File: config.mk
export PLATFORM = sky130hd
export DESIGN_NAME = mem_line_bridge_flat
export DESIGN_NICKNAME = d
export VERILOG_FILES = /design/src/rtl/mem_line_bridge_pkg.sv /design/src/rtl/mem_line_bridge_if.sv /design/src/rtl/mem_line_bridge_line_buffer.sv /design/src/rtl/mem_line_bridge.sv /design/src/flat_wrapper.sv
export SDC_FILE = /design/constraint.sdc
export NUM_CORES = 1
export LEC_CHECK = 0
export ABC_AREA = 0
export BUFFER_PORTS_ARGS = -buffer_cell sky130_fd_sc_hd__buf_4
export CAP_MARGIN = 25
export CELL_PAD_IN_SITES_DETAIL_PLACEMENT = 0
export CELL_PAD_IN_SITES_GLOBAL_PLACEMENT = 1
export CORE_ASPECT_RATIO = 2
export CORE_MARGIN = 4
export CORE_UTILIZATION = 40
export CTS_CLUSTER_SIZE = 24
export DETAILED_ROUTE_END_ITERATION = 8
export HOLD_SLACK_MARGIN = 0.12
export PLACE_DENSITY = 0.73
export SLEW_MARGIN = 40
export SYNTH_ARGS = -nofsm -noshare
export SYNTH_HDL_FRONTEND = slang
export SYNTH_SLANG_ARGS = --single-unit
File: constraint.sdc
create_clock -name clk -period 2.8 [get_ports clk]
set_input_delay 0.56 -clock clk [delete_from_list [all_inputs] [get_ports clk]]
set_output_delay 0.56 -clock clk [all_outputs]
set_load 0.02 [all_outputs]
File: src/rtl/mem_line_bridge_pkg.sv
// Shared types for the memory line bridge: FSM states, line geometry and the byte-merge helper.
package cache_types;

    localparam int unsigned LINE_BITS   = 256;
    localparam int unsigned OFFSET_BITS = 5;
    localparam int unsigned BEAT_BITS   = 64;
    localparam int unsigned WORD_BITS   = 32;

    typedef logic [31-OFFSET_BITS:0] line_tag_t;

    typedef enum logic [2:0] {
        IDLE,
        FILL,
        MERGE,
        FLUSH,
        RESP
    } bridge_state_t;

    function automatic logic [WORD_BITS-1:0] merge_bytes(
        input logic [WORD_BITS-1:0] old_word,
        input logic [WORD_BITS-1:0] new_word,
        input logic [3:0]           be
    );
        logic [WORD_BITS-1:0] w;
        w = old_word;
        for (int unsigned i = 0; i < 4; i++) begin
            if (be[i]) w[8*i +: 8] = new_word[8*i +: 8];
        end
        return w;
    endfunction

endpackage

File: src/rtl/mem_line_bridge_if.sv
// Word-port (CPU side) and burst-port (physical memory side) bundles for mem_line_bridge.
interface cpu_mem_if;
    logic        mem_read;
    logic        mem_write;
    logic [31:0] mem_address;
    logic [3:0]  mem_byte_enable;
    logic [31:0] mem_wdata;
    logic [31:0] mem_rdata;
    logic        mem_resp;

    modport master (
        output mem_read, mem_write, mem_address, mem_byte_enable, mem_wdata,
        input  mem_rdata, mem_resp
    );
    modport slave (
        input  mem_read, mem_write, mem_address, mem_byte_enable, mem_wdata,
        output mem_rdata, mem_resp
    );
endinterface

interface pmem_if;
    logic        pmem_read;
    logic        pmem_write;
    logic [31:0] pmem_address;
    logic [63:0] pmem_rdata;
    logic [63:0] pmem_wdata;
    logic        pmem_resp;

    modport master (
        output pmem_read, pmem_write, pmem_address, pmem_wdata,
        input  pmem_rdata, pmem_resp
    );
    modport slave (
        input  pmem_read, pmem_write, pmem_address, pmem_wdata,
        output pmem_rdata, pmem_resp
    );
endinterface

File: src/rtl/mem_line_bridge_line_buffer.sv
// Line storage for mem_line_bridge: beat-wide fill port, byte-masked word merge port, word and beat read ports.
module line_buffer
    import cache_types::*;
#(
    parameter int unsigned BEATS = 4,
    localparam int unsigned CNT_W  = $clog2(BEATS),
    localparam int unsigned WORD_W = $clog2(BEATS * 2)
) (
    input  logic                 clk,
    input  logic                 fill_en,
    input  logic [CNT_W-1:0]     fill_beat,
    input  logic [BEAT_BITS-1:0] fill_data,
    input  logic                 merge_en,
    input  logic [WORD_W-1:0]    merge_word,
    input  logic [WORD_BITS-1:0] merge_data,
    input  logic [3:0]           merge_be,
    input  logic [WORD_W-1:0]    rd_word,
    output logic [WORD_BITS-1:0] word_rdata,
    input  logic [CNT_W-1:0]     rd_beat,
    output logic [BEAT_BITS-1:0] beat_rdata
);

    logic [BEATS*BEAT_BITS-1:0] data;

    // Contents need no reset: the owner's valid bit decides whether they mean anything.
    always_ff @(posedge clk) begin
        if (fill_en) begin
            data[int'(fill_beat)*BEAT_BITS +: BEAT_BITS] <= fill_data;
        end
        if (merge_en) begin
            data[int'(merge_word)*WORD_BITS +: WORD_BITS] <=
                merge_bytes(data[int'(merge_word)*WORD_BITS +: WORD_BITS], merge_data, merge_be);
        end
    end

    assign word_rdata = data[int'(rd_word)*WORD_BITS +: WORD_BITS];
    assign beat_rdata = data[int'(rd_beat)*BEAT_BITS +: BEAT_BITS];

endmodule

File: src/rtl/mem_line_bridge.sv
// Word-port to 64-bit burst memory bridge with a single write-through line buffer.
// Define MEM_LINE_BUFFER_EN to enable hit detection; otherwise every access goes to memory.
module mem_line_bridge
    import cache_types::*;
#(
    parameter int unsigned BEATS = 4
) (
    input  logic     clk,
    input  logic     rst_n,
    cpu_mem_if.slave cpu,
    pmem_if.master   pmem
);

    localparam int unsigned CNT_W  = $clog2(BEATS);
    localparam int unsigned WORD_W = $clog2(BEATS * 2);
    localparam int unsigned OFF_W  = WORD_W + 2;
    localparam int unsigned TAG_W  = 32 - OFF_W;
    localparam logic [CNT_W-1:0] LAST_BEAT = CNT_W'(BEATS - 1);

`ifdef MEM_LINE_BUFFER_EN
    localparam bit HIT_EN = 1'b1;
`else
    localparam bit HIT_EN = 1'b0;
`endif

    bridge_state_t        state;
    logic [CNT_W-1:0]     cnt;
    logic                 valid;
    logic [TAG_W-1:0]     tag;

    logic [TAG_W-1:0]     req_tag;
    logic [WORD_W-1:0]    req_word;
    logic [3:0]           req_be;
    logic [31:0]          req_wdata;
    logic                 req_write;

    logic                 mem_resp_q;
    logic [31:0]          mem_rdata_q;
    logic                 pmem_read_q;
    logic                 pmem_write_q;
    logic [63:0]          pmem_wdata_q;

    logic [TAG_W-1:0]     cpu_tag;
    logic [WORD_W-1:0]    cpu_word;
    logic                 hit;
    logic [CNT_W-1:0]     req_beat;
    logic                 req_half;
    logic [WORD_W-1:0]    rd_word;
    logic [CNT_W-1:0]     rd_beat;
    logic [31:0]          word_rdata;
    logic [63:0]          beat_rdata;
    logic [31:0]          merged_word;
    logic [31:0]          fill_word;
    logic [63:0]          flush_beat0;
    logic                 fill_en;
    logic                 merge_en;

    assign cpu_tag  = cpu.mem_address[31:OFF_W];
    assign cpu_word = cpu.mem_address[OFF_W-1:2];
    assign hit      = HIT_EN && valid && (tag == cpu_tag);
    assign req_beat = req_word[WORD_W-1:1];
    assign req_half = req_word[0];

    assign rd_word  = (state == IDLE) ? cpu_word : req_word;
    assign rd_beat  = (state == FLUSH) ? cnt + CNT_W'(1) : '0;
    assign fill_en  = (state == FILL) && pmem.pmem_resp;
    assign merge_en = (state == MERGE);

    line_buffer #(.BEATS(BEATS)) u_line (
        .clk        (clk),
        .fill_en    (fill_en),
        .fill_beat  (cnt),
        .fill_data  (pmem.pmem_rdata),
        .merge_en   (merge_en),
        .merge_word (req_word),
        .merge_data (req_wdata),
        .merge_be   (req_be),
        .rd_word    (rd_word),
        .word_rdata (word_rdata),
        .rd_beat    (rd_beat),
        .beat_rdata (beat_rdata)
    );

    assign merged_word = merge_bytes(word_rdata, req_wdata, req_be);

    // The buffer updates on the same edge the registered outputs load, so the
    // last fill beat and the merged word are forwarded around the storage.
    always_comb begin
        fill_word = word_rdata;
        if (req_beat == cnt) begin
            fill_word = req_half ? pmem.pmem_rdata[63:32] : pmem.pmem_rdata[31:0];
        end
        flush_beat0 = beat_rdata;
        if (req_beat == '0) begin
            if (req_half) flush_beat0[63:32] = merged_word;
            else          flush_beat0[31:0]  = merged_word;
        end
    end

    always_ff @(posedge clk or negedge rst_n) begin
        if (!rst_n) begin
            state        <= IDLE;
            cnt          <= '0;
            valid        <= 1'b0;
            tag          <= '0;
            req_tag      <= '0;
            req_word     <= '0;
            req_be       <= '0;
            req_wdata    <= '0;
            req_write    <= 1'b0;
            mem_resp_q   <= 1'b0;
            mem_rdata_q  <= '0;
            pmem_read_q  <= 1'b0;
            pmem_write_q <= 1'b0;
            pmem_wdata_q <= '0;
        end else begin
            mem_resp_q <= 1'b0;
            case (state)
                IDLE: begin
                    if (cpu.mem_read || cpu.mem_write) begin
                        req_tag   <= cpu_tag;
                        req_word  <= cpu_word;
                        req_be    <= cpu.mem_byte_enable;
                        req_wdata <= cpu.mem_wdata;
                        req_write <= cpu.mem_write;
                        if (hit && cpu.mem_write) begin
                            state <= MERGE;
                        end else if (hit) begin
                            state       <= RESP;
                            mem_resp_q  <= 1'b1;
                            mem_rdata_q <= word_rdata;
                        end else begin
                            // The old line is overwritten beat by beat from here on.
                            state       <= FILL;
                            cnt         <= '0;
                            valid       <= 1'b0;
                            pmem_read_q <= 1'b1;
                        end
                    end
                end
                FILL: begin
                    if (pmem.pmem_resp) begin
                        cnt <= cnt + CNT_W'(1);
                        if (cnt == LAST_BEAT) begin
                            pmem_read_q <= 1'b0;
                            valid       <= 1'b1;
                            tag         <= req_tag;
                            if (req_write) begin
                                state <= MERGE;
                            end else begin
                                state       <= RESP;
                                mem_resp_q  <= 1'b1;
                                mem_rdata_q <= fill_word;
                            end
                        end
                    end
                end
                MERGE: begin
                    state        <= FLUSH;
                    cnt          <= '0;
                    pmem_write_q <= 1'b1;
                    pmem_wdata_q <= flush_beat0;
                end
                FLUSH: begin
                    if (pmem.pmem_resp) begin
                        cnt <= cnt + CNT_W'(1);
                        if (cnt == LAST_BEAT) begin
                            state        <= RESP;
                            pmem_write_q <= 1'b0;
                            mem_resp_q   <= 1'b1;
                            mem_rdata_q  <= word_rdata;
                        end else begin
                            pmem_wdata_q <= beat_rdata;
                        end
                    end
                end
                RESP: begin
                    state <= IDLE;
                end
                default: begin
                    state <= IDLE;
                end
            endcase
        end
    end

    assign cpu.mem_resp      = mem_resp_q;
    assign cpu.mem_rdata     = mem_rdata_q;
    assign pmem.pmem_read    = pmem_read_q;
    assign pmem.pmem_write   = pmem_write_q;
    assign pmem.pmem_address = {req_tag, {OFF_W{1'b0}}};
    assign pmem.pmem_wdata   = pmem_wdata_q;

endmodule

File: src/flat_wrapper.sv
// flat-port wrapper written by rule: the top's interface ports become plain ports
module mem_line_bridge_flat import cache_types::*;
#(
    parameter int unsigned BEATS = 4
)
  (clk, rst_n, cpu_mem_read, cpu_mem_write, cpu_mem_address, cpu_mem_byte_enable, cpu_mem_wdata, cpu_mem_rdata, cpu_mem_resp, pmem_pmem_read, pmem_pmem_write, pmem_pmem_address, pmem_pmem_wdata, pmem_pmem_rdata, pmem_pmem_resp);
  cpu_mem_if cpu_i ();
  pmem_if pmem_i ();
  input  logic clk;
  input  logic rst_n;
  input wire logic [$bits(cpu_i.mem_read)-1:0] cpu_mem_read;
  input wire logic [$bits(cpu_i.mem_write)-1:0] cpu_mem_write;
  input wire logic [$bits(cpu_i.mem_address)-1:0] cpu_mem_address;
  input wire logic [$bits(cpu_i.mem_byte_enable)-1:0] cpu_mem_byte_enable;
  input wire logic [$bits(cpu_i.mem_wdata)-1:0] cpu_mem_wdata;
  output wire logic [$bits(cpu_i.mem_rdata)-1:0] cpu_mem_rdata;
  output wire logic [$bits(cpu_i.mem_resp)-1:0] cpu_mem_resp;
  output wire logic [$bits(pmem_i.pmem_read)-1:0] pmem_pmem_read;
  output wire logic [$bits(pmem_i.pmem_write)-1:0] pmem_pmem_write;
  output wire logic [$bits(pmem_i.pmem_address)-1:0] pmem_pmem_address;
  output wire logic [$bits(pmem_i.pmem_wdata)-1:0] pmem_pmem_wdata;
  input wire logic [$bits(pmem_i.pmem_rdata)-1:0] pmem_pmem_rdata;
  input wire logic [$bits(pmem_i.pmem_resp)-1:0] pmem_pmem_resp;
  assign cpu_i.mem_read = cpu_mem_read;
  assign cpu_i.mem_write = cpu_mem_write;
  assign cpu_i.mem_address = cpu_mem_address;
  assign cpu_i.mem_byte_enable = cpu_mem_byte_enable;
  assign cpu_i.mem_wdata = cpu_mem_wdata;
  assign cpu_mem_rdata = cpu_i.mem_rdata;
  assign cpu_mem_resp = cpu_i.mem_resp;
  assign pmem_pmem_read = pmem_i.pmem_read;
  assign pmem_pmem_write = pmem_i.pmem_write;
  assign pmem_pmem_address = pmem_i.pmem_address;
  assign pmem_pmem_wdata = pmem_i.pmem_wdata;
  assign pmem_i.pmem_rdata = pmem_pmem_rdata;
  assign pmem_i.pmem_resp = pmem_pmem_resp;
  mem_line_bridge #(.BEATS(BEATS)) u_core (.clk(clk), .rst_n(rst_n), .cpu(cpu_i), .pmem(pmem_i));
endmodule
==> summary.txt <==
Run status
  – Run status: complete, no violations

Worst setup path
  – WP buf/inv: 2
  – Largest fanout of any net on the critical path: 22
  – Slowest library cell on the worst path: sky130_fd_sc_hd__nor2_1
  – Type of the setup path with the least slack: flip-flop to flip-flop
  – Critical Path End Type: flip-flop
  – Worst stage delay on the critical path: 0.62 ns
  – Reg2reg path depth: 7
  – CP cell instances: buf_4, or3b_2, nor2_1, nand3_2, buf_4, nor2_1, a31oi_1
  – Path length in cells of the critical path: 7
  – Critical Path Source Type: flip-flop
  – Cell family with the largest share of critical-path delay: simple AND/OR/NAND/NOR gates
  – Crit path DAT: about 3.2 ns
  – Data required time at the worst endpoint: around 3.3 ns

Final layout
  – Register cell area after layout: 9420 um2
  – Diodes inserted: 0
  – Fill cell count: 6416
  – Fraction of layout instances using a drive strength above 1: 0.221
  – Fin nets: between 3000 and 4000
  – Area growth, synth to finish: 19.0%
  – Post-layout instance count excluding filler cells: ~4100
  – Commonest non-fill, non-tap cell in the layout: sky130_fd_sc_hd__mux2i_1
  – Commonest cells after routing, fill and taps aside: sky130_fd_sc_hd__mux2i_1, sky130_fd_sc_hd__buf_4, sky130_fd_sc_hd__a21oi_1
  – Area of the multi-input gates: ~17000 um2

Detailed routing
  – First drt pass iteration count: 6
  – Mean routed wirelength per cell: around 32 um
  – Post-detailed-route count of antenna-violating nets: 0
  – Wire length after detailed routing: roughly 130 mm
  – # DRC: 0
  – Via-per-instance ratio: between 7 and 8
  – Via count: roughly 29000
  – DR iter-0 viols: around 3800

Yosys
  – Count of cell types in the netlist: 63
  – FFs w/ async S/R, synth: 0.400
  – EDFF count, synth: 0
  – Average size of a mapped cell: about 9.0 um2
  – YS warnings: 0
  – Number of synthesized register bits: 427
  – Fraction of the yosys area taken by sequential cells: 0.343
  – Post-synth top flop: sky130_fd_sc_hd__dfxtp_1
  – Synthesized cell area: between 20000 and 30000 um2
  – Number of instances in the synthesized netlist: slightly above 3000

Clock tree
  – Total of cells resized after clock tree synthesis: 0
  – Sink Count: between 400 and 500
  – Clock root cell: sky130_fd_sc_hd__clkbuf_16
  – H-Tree Depth: 2
  – Clock latency on the worst-skew pair: between 0.6 and 0.7 ns
  – CTS tree: built
  – Total clock buffers created by CTS: 44
  – Setup Fix Bufs, Post-CTS: 0
  – Clock transition at the registers of the reported paths: around 0.070 ns
  – Maximum number of buffers from clock root to sink: 3

Die
  – IO Pins: between 200 and 300
  – Die area: approximately 73000 um2
  – Die outline height: 378 um
  – Core footprint: 67700 um2
  – FP Rows: 135
  – Starting density of the core: 0.404
  – Horizontal extent of the die: slightly below 200 um

Global route
  – Total gr overflow: 0
  – Pin count of the biggest net entering global routing: 73
  – Total routing resource utilization after global routing: 0.354
  – Wire length of the first global-routing pass: 195 mm
  – Antenna violations before repair: 1
  – Vias in the first global route: approximately 30000

Min path
  – Hold path cells: 2
  – Class of the tightest hold or removal check: input pin to flip-flop

Timing
  – Achievable clock frequency: ~370 MHz
  – Post-route clock period utilization: 0.965
  – Worst-Margin Slew: between 0.8 and 0.9 ns
  – Final count of hold timing violations: 0
  – Fin Clk Skew: roughly 0.025 ns
  – Final-report setup violation count: 0
  – Relative slew slack: 0.426
  – Worst hold slack after final layout: 0.175 ns
  – RSZ-0062 raised after global routing: no
  – Slew Viols, Final: 0
  – Setup TNS: 0 ns
  – Final worst path period need: around 2.7 ns

Place
  – Placer Congestion: about 0.95
  – Number of input and output port buffers inserted: 260
  – Post-Place Cells: about 4100
  – DPL Wire Length: ~85 mm

Power
  – Combinational group share of total power: 0.573
  – Power dissipated by switching net loads: around 21 mW
  – Peak supply drop: approximately 0.99 mV
  – P per Cell Area: approximately 1300 nW/um2
  – Sequential cell fraction of total power: 0.287
  – Part of the power in the clock network: 0.140
  – Internal power of the cells: 21.7 mW
  – Switch share: 0.494
  – Leakage: ~14 nW

Flow run
  – Max-capacitance violation count: 0
-- cells by family after synthesis --
group | synth area share
compound gates | 0.221
simple gates | 0.142
mux | 0.236
flops | 0.343
buf+inv | 0.0529
fa+ha+maj | 0.00502
xor+xnor | 0.000640
other cells | 0.000137
-- worst reg2reg max path, cell delays in order (launching register included) --
cell and delay, ns:
sky130_fd_sc_hd__dfrtp_1 0.49, sky130_fd_sc_hd__buf_4 0.23, sky130_fd_sc_hd__or3b_2 0.51, sky130_fd_sc_hd__nor2_1 0.62, sky130_fd_sc_hd__nand3_2 0.15, sky130_fd_sc_hd__buf_4 0.31
sky130_fd_sc_hd__nor2_1 0.17, sky130_fd_sc_hd__a31oi_1 0.06
-- repair_timing --
action,in CTS,in global routing
endpoints found under the hold margin,49,0
endpoints found under the setup margin,0,1
hold buffers,1,0
-- power by group through the flow --
stage	sequential [mW]	combinational, mW	clock [mW]
global placement	12.0	23.4	0
floorplan	11.8	14.0	0
CTS	12.1	24.0	6.09
finish	12.3	24.6	6.01
detailed placement	12.2	23.9	0
global route	12.5	25.8	6.28
-- metrics by stage --
stage / instance area [um2] / power (mW) / setup WS (ns) / util
6_report: 32600 / 42.9 / 0.0988 / 0.481
5_1_grt: 32600 / 44.6 / 0.00599 / 0.481
3_5_place_dp: 31200 / 36.1 / 0.175 / 0.460
4_1_cts: 32600 / 42.2 / 0.158 / 0.481
2_1_floorplan: 27400 / 25.8 / 0.0358 / -
3_3_place_gp: 31200 / 35.4 / 0.198 / 0.460
-- layout make-up --
type                       instances  area share
multi-input combinational       2283       0.511
sequential                       427       0.289
timing repair buffer             453       0.122
clock buffer                      64      0.0389
tap                              890      0.0342
clock inverter                    17     0.00376
inverter                           8    0.000921
-- synthesized netlist by cell type, drive strengths merged, types with 3 or more instances --
| master | instances | area, um2 |
|---|---|---|
| nor3 | 51 | 270 |
| and3 | 271 | 1700 |
| a211oi | 76 | 571 |
| nand4 | 8 | 50.1 |
| a22o | 4 | 35.0 |
| mux4 | 43 | 968 |
| dfrtp | 171 | 4280 |
| a211o | 25 | 219 |
| nor2 | 44 | 165 |
| and2 | 12 | 75.1 |
| or3 | 35 | 219 |
| o2111ai | 27 | 236 |
| a221oi | 17 | 174 |
| nand3 | 66 | 330 |
| inv | 7 | 26.3 |
| o21ai | 42 | 210 |
| buf | 130 | 699 |
| nor2b | 13 | 81.3 |
| mux2 | 117 | 1320 |
| o211ai | 8 | 60.1 |
| o221ai | 62 | 543 |
| o31ai | 9 | 81.3 |
| mux2i | 416 | 4160 |
| nor3b | 4 | 50.1 |
| o311ai | 27 | 236 |
| clkbuf | 192 | 721 |
| ha | 11 | 138 |
| a31oi | 20 | 125 |
| nand2 | 207 | 777 |
| dfxtp | 256 | 5120 |
| a2111oi | 3 | 26.3 |
| nand2b | 5 | 31.3 |
| a22oi | 26 | 195 |
| a21oi | 406 | 2030 |
| nand3b | 5 | 37.5 |
| o22ai | 197 | 1230 |
-- per-layer routing --
layer  wire, um  GRT usage
met5          0          0
met4      12300      0.263
met3      13200     0.0766
met2      61700      0.572
met1      47100      0.408
-- sequential cells by signal, summed over array words and instances, names as in the netlist --
name and count:
u_core.pmem.pmem_write 1, u_core.cpu.mem_rdata 32, u_core.pmem.pmem_read 1, u_core.state 3, u_core.req_word 3, u_core.cpu.mem_resp 1, u_core.req_wdata 32, u_core.u_line.data 256
u_core.req_be 4, u_core.cnt 2, u_core.pmem.pmem_wdata 64, u_core.req_write 1, u_core.req_tag 27
-- final timing paths --
path	start	end	slack, ns
setup / recovery	u_core.state[2]	u_core.u_line.data[25]	0.1
hold / removal	cpu_mem_address[13]	u_core.req_tag[8]	0.18
setup reg to reg	u_core.state[2]	u_core.u_line.data[25]	0.1
hold reg to reg	u_core.pmem.pmem_read	u_core.pmem.pmem_read	0.48
max in group asynchronous	rst_n	u_core.req_word[1]	1.58
min in group asynchronous	rst_n	u_core.req_wdata[22]	0.52
(Power assumes the default switching activity.)
